$ cat config.mk
export PLATFORM = sky130hd
export DESIGN_NAME = host_cmd_ctrl
export DESIGN_NICKNAME = d
export VERILOG_FILES = /design/src/rtl/host_ctrl_pkg.sv /design/src/rtl/sync_toggle_det.sv /design/src/rtl/host_cmd_ctrl.sv
export SDC_FILE = /design/constraint.sdc
export NUM_CORES = 1
export LEC_CHECK = 0
export BUFFER_PORTS_ARGS = -buffer_cell sky130_fd_sc_hd__buf_2
export CORE_MARGIN = 10
export CORE_UTILIZATION = 40
export CTS_CLUSTER_SIZE = 24
export DETAILED_ROUTE_END_ITERATION = 10
export PLACE_DENSITY = 0.61
export SLEW_MARGIN = 20
export SYNTH_ARGS = -nofsm -noshare
export SYNTH_HDL_FRONTEND = slang
export SYNTH_HIERARCHICAL = 1
export SYNTH_SLANG_ARGS = --single-unit
$ cat constraint.sdc
create_clock -name i_clk -period 2.16 [get_ports i_clk]
set_clock_uncertainty 0.1 [all_clocks]
set_input_delay 0.432 -clock i_clk [delete_from_list [all_inputs] [get_ports i_clk]]
set_output_delay 0.432 -clock i_clk [all_outputs]
set_load 0.01 [all_outputs]
$ cat src/rtl/host_ctrl_pkg.sv
// rtl/host_ctrl_pkg.sv - shared command codes, FSM states, read-map addresses and flag indices
package host_ctrl_pkg;

  localparam logic [3:0] CMD_NOP     = 4'h0;
  localparam logic [3:0] CMD_READ    = 4'h1;
  localparam logic [3:0] CMD_TX_PUSH = 4'h2;
  localparam logic [3:0] CMD_INT_CLR = 4'h3;

  typedef enum logic [1:0] {
    ST_IDLE = 2'd0,
    ST_EXEC = 2'd1,
    ST_ACK  = 2'd2
  } state_t;

  localparam logic [3:0] ADDR_CNT_LO  = 4'd8;
  localparam logic [3:0] ADDR_CNT_HI  = 4'd9;
  localparam logic [3:0] ADDR_FRAMES  = 4'd10;
  localparam logic [3:0] ADDR_STATUS  = 4'd11;
  localparam logic [3:0] ADDR_FLAGS   = 4'd12;
  localparam logic [3:0] ADDR_INT     = 4'd13;
  localparam logic [3:0] ADDR_VERSION = 4'd14;

  localparam int FLAG_OVF    = 0;
  localparam int FLAG_BADCMD = 1;
  localparam int FLAG_FRAME  = 2;
  localparam int FLAG_EMPTY  = 3;

  localparam logic [7:0] ILLEGAL_ACK = 8'hEE;

endpackage

$ cat src/rtl/sync_toggle_det.sv
// rtl/sync_toggle_det.sv - host toggle detector; HOST_SYNC_2FF_EN adds a 2-flop stage on sync/cmd/data
module sync_toggle_det (
  input  logic       clk,
  input  logic       rst_n,
  input  logic       en,
  input  logic       ready,
  input  logic       sync,
  input  logic [3:0] cmd,
  input  logic [7:0] data,
  output logic       new_cmd,
  output logic [3:0] cmd_q,
  output logic [7:0] data_q,
  output logic       seen
);

  logic       sync_s;
  logic [3:0] cmd_s;
  logic [7:0] data_s;

`ifdef HOST_SYNC_2FF_EN
  logic [12:0] stage1;
  logic [12:0] stage2;

  always_ff @(posedge clk or negedge rst_n) begin
    if (!rst_n) begin
      stage1 <= '0;
      stage2 <= '0;
    end else begin
      stage1 <= {sync, cmd, data};
      stage2 <= stage1;
    end
  end

  assign {sync_s, cmd_s, data_s} = stage2;
`else
  assign {sync_s, cmd_s, data_s} = {sync, cmd, data};
`endif

  // Level compare against the last accepted toggle, so toggles seen while busy are not lost
  assign new_cmd = en && ready && (sync_s != seen);

  always_ff @(posedge clk or negedge rst_n) begin
    if (!rst_n) begin
      seen   <= 1'b0;
      cmd_q  <= '0;
      data_q <= '0;
    end else if (!en) begin
      seen <= 1'b0;
    end else if (new_cmd) begin
      seen   <= sync_s;
      cmd_q  <= cmd_s;
      data_q <= data_s;
    end
  end

endmodule

$ cat src/rtl/host_cmd_ctrl.sv
// rtl/host_cmd_ctrl.sv - host command sequencer: register bank, TX push, read map, flags and interrupt
// Optional asynchronous-host input stage selected by HOST_SYNC_2FF_EN (see sync_toggle_det).
module host_cmd_ctrl #(
  parameter int unsigned TX_DEPTH = 1024,
  parameter logic [7:0]  VERSION  = 8'h01
) (
  input  logic        i_clk,
  input  logic        i_rst_n,
  input  logic        i_en,
  input  logic        i_sync,
  input  logic [3:0]  i_cmd,
  input  logic [7:0]  i_data,
  output logic [7:0]  o_data,
  output logic        o_sync,
  output logic        o_int,
  output logic [63:0] o_regs,
  output logic [7:0]  o_tx_data,
  output logic        o_tx_we,
  input  logic [15:0] i_tx_data_count,
  input  logic [7:0]  i_tx_frames_count,
  input  logic [7:0]  i_tx_status
);
  import host_ctrl_pkg::*;

  localparam logic [15:0] TX_FULL = 16'(TX_DEPTH);

  state_t      state;
  logic [7:0]  regs [8];
  logic [3:0]  flags;
  logic [3:0]  flag_set;
  logic [3:0]  flag_clr;
  logic [7:0]  prev_frames;
  logic [15:0] prev_count;
  logic        new_cmd;
  logic        seen;
  logic [3:0]  cmd_q;
  logic [7:0]  data_q;
  logic [7:0]  map_data;
  logic        tx_full;

  sync_toggle_det u_det (
    .clk    (i_clk),
    .rst_n  (i_rst_n),
    .en     (i_en),
    .ready  (state == ST_IDLE),
    .sync   (i_sync),
    .cmd    (i_cmd),
    .data   (i_data),
    .new_cmd(new_cmd),
    .cmd_q  (cmd_q),
    .data_q (data_q),
    .seen   (seen)
  );

  assign tx_full = i_tx_data_count >= TX_FULL;

  always_comb begin
    o_regs = '0;
    for (int k = 0; k < 8; k++) o_regs[8*k +: 8] = regs[k];
  end

  always_comb begin
    map_data = 8'h00;
    if (!data_q[3]) begin
      map_data = regs[data_q[2:0]];
    end else begin
      case (data_q[3:0])
        ADDR_CNT_LO:  map_data = i_tx_data_count[7:0];
        ADDR_CNT_HI:  map_data = i_tx_data_count[15:8];
        ADDR_FRAMES:  map_data = i_tx_frames_count;
        ADDR_STATUS:  map_data = i_tx_status;
        ADDR_FLAGS:   map_data = {4'h0, flags};
        ADDR_INT:     map_data = {7'h00, o_int};
        ADDR_VERSION: map_data = VERSION;
        default:      map_data = 8'h00;
      endcase
    end
  end

  // Event sets are OR'd in after the clear mask so a coincident set survives INT_CLR
  always_comb begin
    flag_set = '0;
    flag_clr = '0;
    flag_set[FLAG_FRAME] = i_tx_frames_count != prev_frames;
    flag_set[FLAG_EMPTY] = (prev_count != 16'd0) && (i_tx_data_count == 16'd0);
    if (state == ST_EXEC) begin
      if (cmd_q == CMD_TX_PUSH && tx_full) flag_set[FLAG_OVF] = 1'b1;
      if (cmd_q[3:2] == 2'b01)             flag_set[FLAG_BADCMD] = 1'b1;
      if (cmd_q == CMD_INT_CLR)            flag_clr = data_q[3:0];
    end
  end

  always_ff @(posedge i_clk or negedge i_rst_n) begin
    if (!i_rst_n) begin
      state       <= ST_IDLE;
      for (int k = 0; k < 8; k++) regs[k] <= '0;
      flags       <= '0;
      prev_frames <= '0;
      prev_count  <= '0;
      o_data      <= '0;
      o_sync      <= 1'b0;
      o_int       <= 1'b0;
      o_tx_data   <= '0;
      o_tx_we     <= 1'b0;
    end else begin
      o_tx_we     <= 1'b0;
      prev_frames <= i_tx_frames_count;
      prev_count  <= i_tx_data_count;
      if (!i_en) begin
        state  <= ST_IDLE;
        o_sync <= 1'b0;
        flags  <= '0;
        o_int  <= 1'b0;
      end else begin
        flags <= (flags & ~flag_clr) | flag_set;
        o_int <= |({4'h0, flags} & regs[7]);
        case (state)
          ST_IDLE: if (new_cmd) state <= ST_EXEC;
          ST_EXEC: begin
            if (cmd_q[3]) begin
              regs[cmd_q[2:0]] <= data_q;
            end else begin
              case (cmd_q)
                CMD_READ: o_data <= map_data;
                CMD_TX_PUSH: begin
                  o_tx_data <= data_q;
                  o_tx_we   <= !tx_full;
                end
                CMD_NOP, CMD_INT_CLR: begin
                end
                default: o_data <= ILLEGAL_ACK;
              endcase
            end
            state <= ST_ACK;
          end
          ST_ACK: begin
            o_sync <= seen;
            state  <= ST_IDLE;
          end
          default: state <= ST_IDLE;
        endcase
      end
    end
  end

endmodule

Yosys cells after proc, flatten, opt, wreduce, memory -nomap -nowiden

Index checks and enable logic that the tools add are counted.

Register bits after elaboration: 126
Latch bits: 0
RAM bits: 0
Memory bits (read-only): 0
Bits of input ports: 48
Output and inout bits: 83
Logic and storage cells: 93
Memories: 0

Add/sub/neg operators: 0
Multiply operators: 0
Divide/modulo/power cells: 0
$lt $le $gt $ge: 4
Equal/unequal tests: 18
Shifts and indexed selects: 0
Multiplexer cells: 27
Bitwise logic cells: 8
Reduce and logical (&&, ||, !) cells: 16

Operators with widths:

| operator               | count |
|---|---|
| $bwmux W64             | 1 |
| $pmux W8 S7            | 1 |
| $mux W8                | 4 |
| $eq A4 B4 Y1 const B   | 7 |
| $bmux W8 S3            | 1 |
| $demux W8 S3           | 1 |
| $ge A16 B11 Y1 const B | 1 |
| $logic_not A16 Y1      | 1 |
| $pmux W8 S2            | 1 |
| $reduce_bool A16 Y1    | 1 |
| $mux W4                | 3 |
| $mux W1                | 11 |
| $and A4 B8 Y8          | 1 |
| $eq A4 B2 Y1 const B   | 2 |
| $ge A4 B4 Y1 const B   | 2 |
| $ne A8 B8 Y1           | 1 |
| $not A3 Y4             | 2 |
| $reduce_and A4 Y1      | 2 |
| $reduce_or A8 Y1       | 1 |
| $mux W2                | 3 |
| $logic_and A1 B1 Y1    | 5 |
| $and A4 B4 Y4          | 1 |
| $eq A2 B1 Y1 const B   | 2 |
| $eq A4 B1 Y1 const B   | 1 |
| 15 further kinds       | 17 |

Logic depth before layout (Yosys ltp)

Depth after elaboration: 7
Gate-level depth with buffers: 7

Cells and area by module

The synthesis kept the hierarchy.

By module, submodules not included:

| module          | instances | cells each | area an instance (um^2) | seq. area each (um^2) |
|---|---|---|---|---|
| host_cmd_ctrl   | 1         | 361        | 5149.9                  | 2827.7 |
| sync_toggle_det | 1         | 31         | 556.8                   | 325.3 |

Worst setup path after synthesis

OpenSTA, ideal clock, no wires.

Path kind: input to register
Start point: input i_en
End point: register regs (netlist bit o_regs[32])
Library setup time: 125 ps
Arrival: 1607 ps
Required time: 1935 ps
Setup slack: 328 ps
Stages on the path: 5
Buffers on the path: 1
Cell sequence: nand3_1 > or3_1 > buf_6 > nor3_4 > mux2_2

Longest elaborated chain between the ends: 1

Ends and longest elaborated chain:

| item                          | RTL line             | source |
|---|---|---|
| start, declared               | host_cmd_ctrl.sv:9   | `input logic i_en,` |
| $reduce_and A3 Y1 (no line)   | -                    |  |
| end signal, assigned by index | host_cmd_ctrl.sv:121 | `regs[cmd_q[2:0]] <= data_q;` |
| end, declared                 | host_cmd_ctrl.sv:28  | `logic [7:0] regs [8];` |

Every way passes these cells.
A chain may end at the register's enable or synchronous reset.

Worst setup path in the final report

Start point: register u_det.data_q[0]
End point: register o_data[1]

Longest elaborated chain between the ends: 6
Elaborated cells between the ends (all ways): 14
Classes of those cells: eq/ne: 7; mux: 6; bitwise: 1

Ends and longest elaborated chain:

| item                                       | RTL line              | source |
|---|---|---|
| start, declared                            | sync_toggle_det.sv:12 | `output logic [7:0] data_q,` |
| start signal, assigned                     | sync_toggle_det.sv:52 | `data_q <= data_s;` |
| $not A3 Y4 (implied by the code)           | host_cmd_ctrl.sv:65   | `map_data = regs[data_q[2:0]];` |
| $bmux W8 S3                                | host_cmd_ctrl.sv:65   |  |
| $mux W8 (implied by the code) (2 in a row) | host_cmd_ctrl.sv:65   |  |
| $mux W8 *                                  | host_cmd_ctrl.sv:64   | `if (!data_q[3]) begin` |
| $pmux W8 S2 *                              | host_cmd_ctrl.sv:123  | `case (cmd_q)` |
| end signal, assigned                       | host_cmd_ctrl.sv:124  | `CMD_READ: o_data <= map_data;` |
| end, declared                              | host_cmd_ctrl.sv:13   | `output logic [7:0] o_data,` |

Every way passes the cells marked *; elsewhere a longest branch is shown, timed or not. The select of a mux whose other input is x is not followed.

==> reports/qor.csv <==
metric,value,unit
path_delay_family,multiplexers,
synthCells,392,
finalPower,7.63,mW
grt_overflow,0,
synth_top_family_by_area,multiplexers,
worstPathRequired,2.33,ns
synth_seq_area_share,0.553,
clock.fmax,0.476,GHz
period_needed,2.10,ns
core,0.0139,mm2
power.share.clock,0.329,
io_pins,131,
arrival,2.27,ns
max_stage_delay,0.58,ns
synth_ff_type,dfrtp_1,
gp_congestion,0.862,
max-clock-path-buffers,2,
critPathBufInv,1,
drcViolationCount,0,
slew_headroom,0.667,
holdWs,0.0643,ns
initialDrtViolationCount,246,
worstSkewPairLatency,0.41,ns
p_leak,3.71,nW
cp-end-kind,flop,
final_util,0.526,
clk_pin_slew,0.05,ns
finalSetupViolations,0,
synthesis.area,0.00571,mm2
routed_via_density,5.33,
area.growth.synth_to_final,28.5,%
synthXorXnorAreaFrac,0.0138,
post-route-period-util,0.973,
track_usage,0.169,
hpwl,12500,um
drive_gt1_frac,0.519,
synth.distinct_cells,50,
numCtsBuffers,17,
die_area,0.0194,mm2
clock_sinks,126,
dp.cells,715,
switching_share,0.305,
die_y,139,um
portBuffers,130,
hold_viol_final,0,
async_flop_share,1.00,
p_per_area,1040,mW/mm2
cts_root_buf,clkbuf_16,
cp-start-kind,flop,
num_vias,3984,
p_int,5.30,mW
grt_pass1_wl,25900,um
routedWlPerCell,22.0,um
h-tree-depth,4,
path_class,flop to flop,
maxCapViolations,0,
grt_max_degree,49,
diodes,0,
net-switching-power,2.33,mW
dpl_cell_area,0.00679,mm2
syn_nets,440,
yosys.area_share.simple,0.0851,
routed_wirelength,16500,um
die_w,139,um
worst_slew_pin_slew,0.486,ns
grt_antenna_before_repair,0,
crit_chain,"mux4_1, nor2b_1, a2111oi_2, buf_4, a211oi_1",
ys_warn_count,6,
cts_setup_buffers,0,
outcome,"complete, no violations",
final_cell_area,0.00733,mm2
ant_nets,0,
maxSlewViolCount,0,
grt_pass1_vias,4385,
critPathSlowestCell,mux4_1,
final_cell_mix,"buf_2 (129), dfrtp_1 (125), mux2_2 (75)",
row_count,43,
stdcell_count,748,
start_util,0.410,
rsz0062_at_grt,no,
final_nets,603,
crit_fanout,7,
seqPwrFrac,0.418,
final_common_cell,buf_2,
synth_mux_area_frac,0.266,
synth_enable_flop_cells,0,
synth_compound_area_frac,0.0553,
comb_power_share,0.253,
cts_tree,built,
irDropWorstVdd,0.576,mV
dr.pass1.iters,4,
yosys.area_share.adder,0,
syn_area_per_cell,14.6,um2
ys_seq_elements,126,
min_path_type,primary input to flop,
-- per-layer routing --
metal  global-route usage  up-vias  share of wire  wire length, um
met1                0.209     2030           0.43             7150
met5                    0        -              0                0
met4               0.0538        0          0.011              189
met2                0.281      136           0.50             8180
li1                     -     1805              -                -
met3               0.0456       13          0.058              962
-- synth_stat cells (5+ instances only) --
master    count  area share
a22oi_1       5      0.0066
nor4_1        7      0.0077
nand2_1      11      0.0072
mux2_2       75        0.15
nor2b_1       8      0.0088
mux4_2        7       0.028
xnor2_1       8       0.012
nand3b_1      7      0.0092
nor2_1       14      0.0092
and3_1        8      0.0088
mux2_4        9       0.024
buf_2         5      0.0044
o21ai_0       5      0.0044
dfrtp_1     126        0.55
clkbuf_1      8      0.0053
a21oi_1      11      0.0096
mux4_1       11       0.051
-- per-stage QoR --
step | TNS, ns | setup WS (ns)
2_1_floorplan | 0 | 0.328
3_3_place_gp | -0.281 | -0.178
3_5_place_dp | -0.202 | -0.140
4_1_cts | 0 | 0.00644
5_1_grt | 0 | 0.00598
6_report | 0 | 0.0586
-- kinds of logic after synthesis --
family / Yosys count
compound gates: 45
xor+xnor: 9
buf+inv: 24
flops: 126
mux: 108
simple gates: 80
-- power by group through the flow --
stage | clock network, mW | registers [mW] | logic (mW)
final | 2.51 | 3.19 | 1.93
after global routing | 2.68 | 3.25 | 2.09
after CTS | 2.56 | 3.19 | 1.96
after detailed placement | 0 | 3.23 | 1.94
after global placement | 0 | 3.22 | 1.91
after floorplan | 0 | 3.21 | 1.03
-- worst register-to-register path, cell delays in order (launching register included) --
cell       delay [ns]
dfrtp_2          0.49
mux4_1           0.58
nor2b_1          0.16
a2111oi_2        0.41
buf_4            0.18
a211oi_1         0.04
-- flip-flops by register name, indices dropped and copies added, names as in the netlist, 2 cells and up --
signal        count
o_regs           64
flags             4
state             2
prev_frames       8
o_tx_data         8
o_data            8
u_det/cmd_q       4
u_det/data_q      8
prev_count       16
-- layout make-up --
type	instances	area, um2
repair buffers	166	1010
flip-flops and latches	126	3150
clock inverters	6	35.0
well taps	180	225
clock buffers	26	489
inverters	2	7.51
multi-input cells	242	2410
fillers	1183	6600
-- repair_timing --
action	4_1_cts	5_1_grt
hold buffers	1	0
gates resized for setup	3	1
pin swaps	0	1
hold endpoints to repair	31	0
setup endpoints to repair	2	2
-- path summary, 6_finish.rpt --
check                           slack (ns)                     endpoint                   startpoint  cells past startpoint
max in group asynchronous             0.91  u_det/data_q[0]$_DFFE_PN0P_                      i_rst_n                      3
worst min register to register        0.40     o_tx_data[0]$_DFFE_PN0P_     o_tx_data[0]$_DFFE_PN0P_                      1
worst max-delay path                  0.06        o_data[1]$_DFFE_PN0P_  u_det/data_q[0]$_DFFE_PN0P_                      5
worst min-delay path                  0.06     prev_frames[5]$_DFF_PN0_         i_tx_frames_count[5]                      1
worst max register to register        0.06        o_data[1]$_DFFE_PN0P_  u_det/data_q[0]$_DFFE_PN0P_                      5
min in group asynchronous             0.43       o_regs[35]$_DFFE_PN0P_                      i_rst_n                      2
No activity file was read; power rests on OpenSTA's default activity.
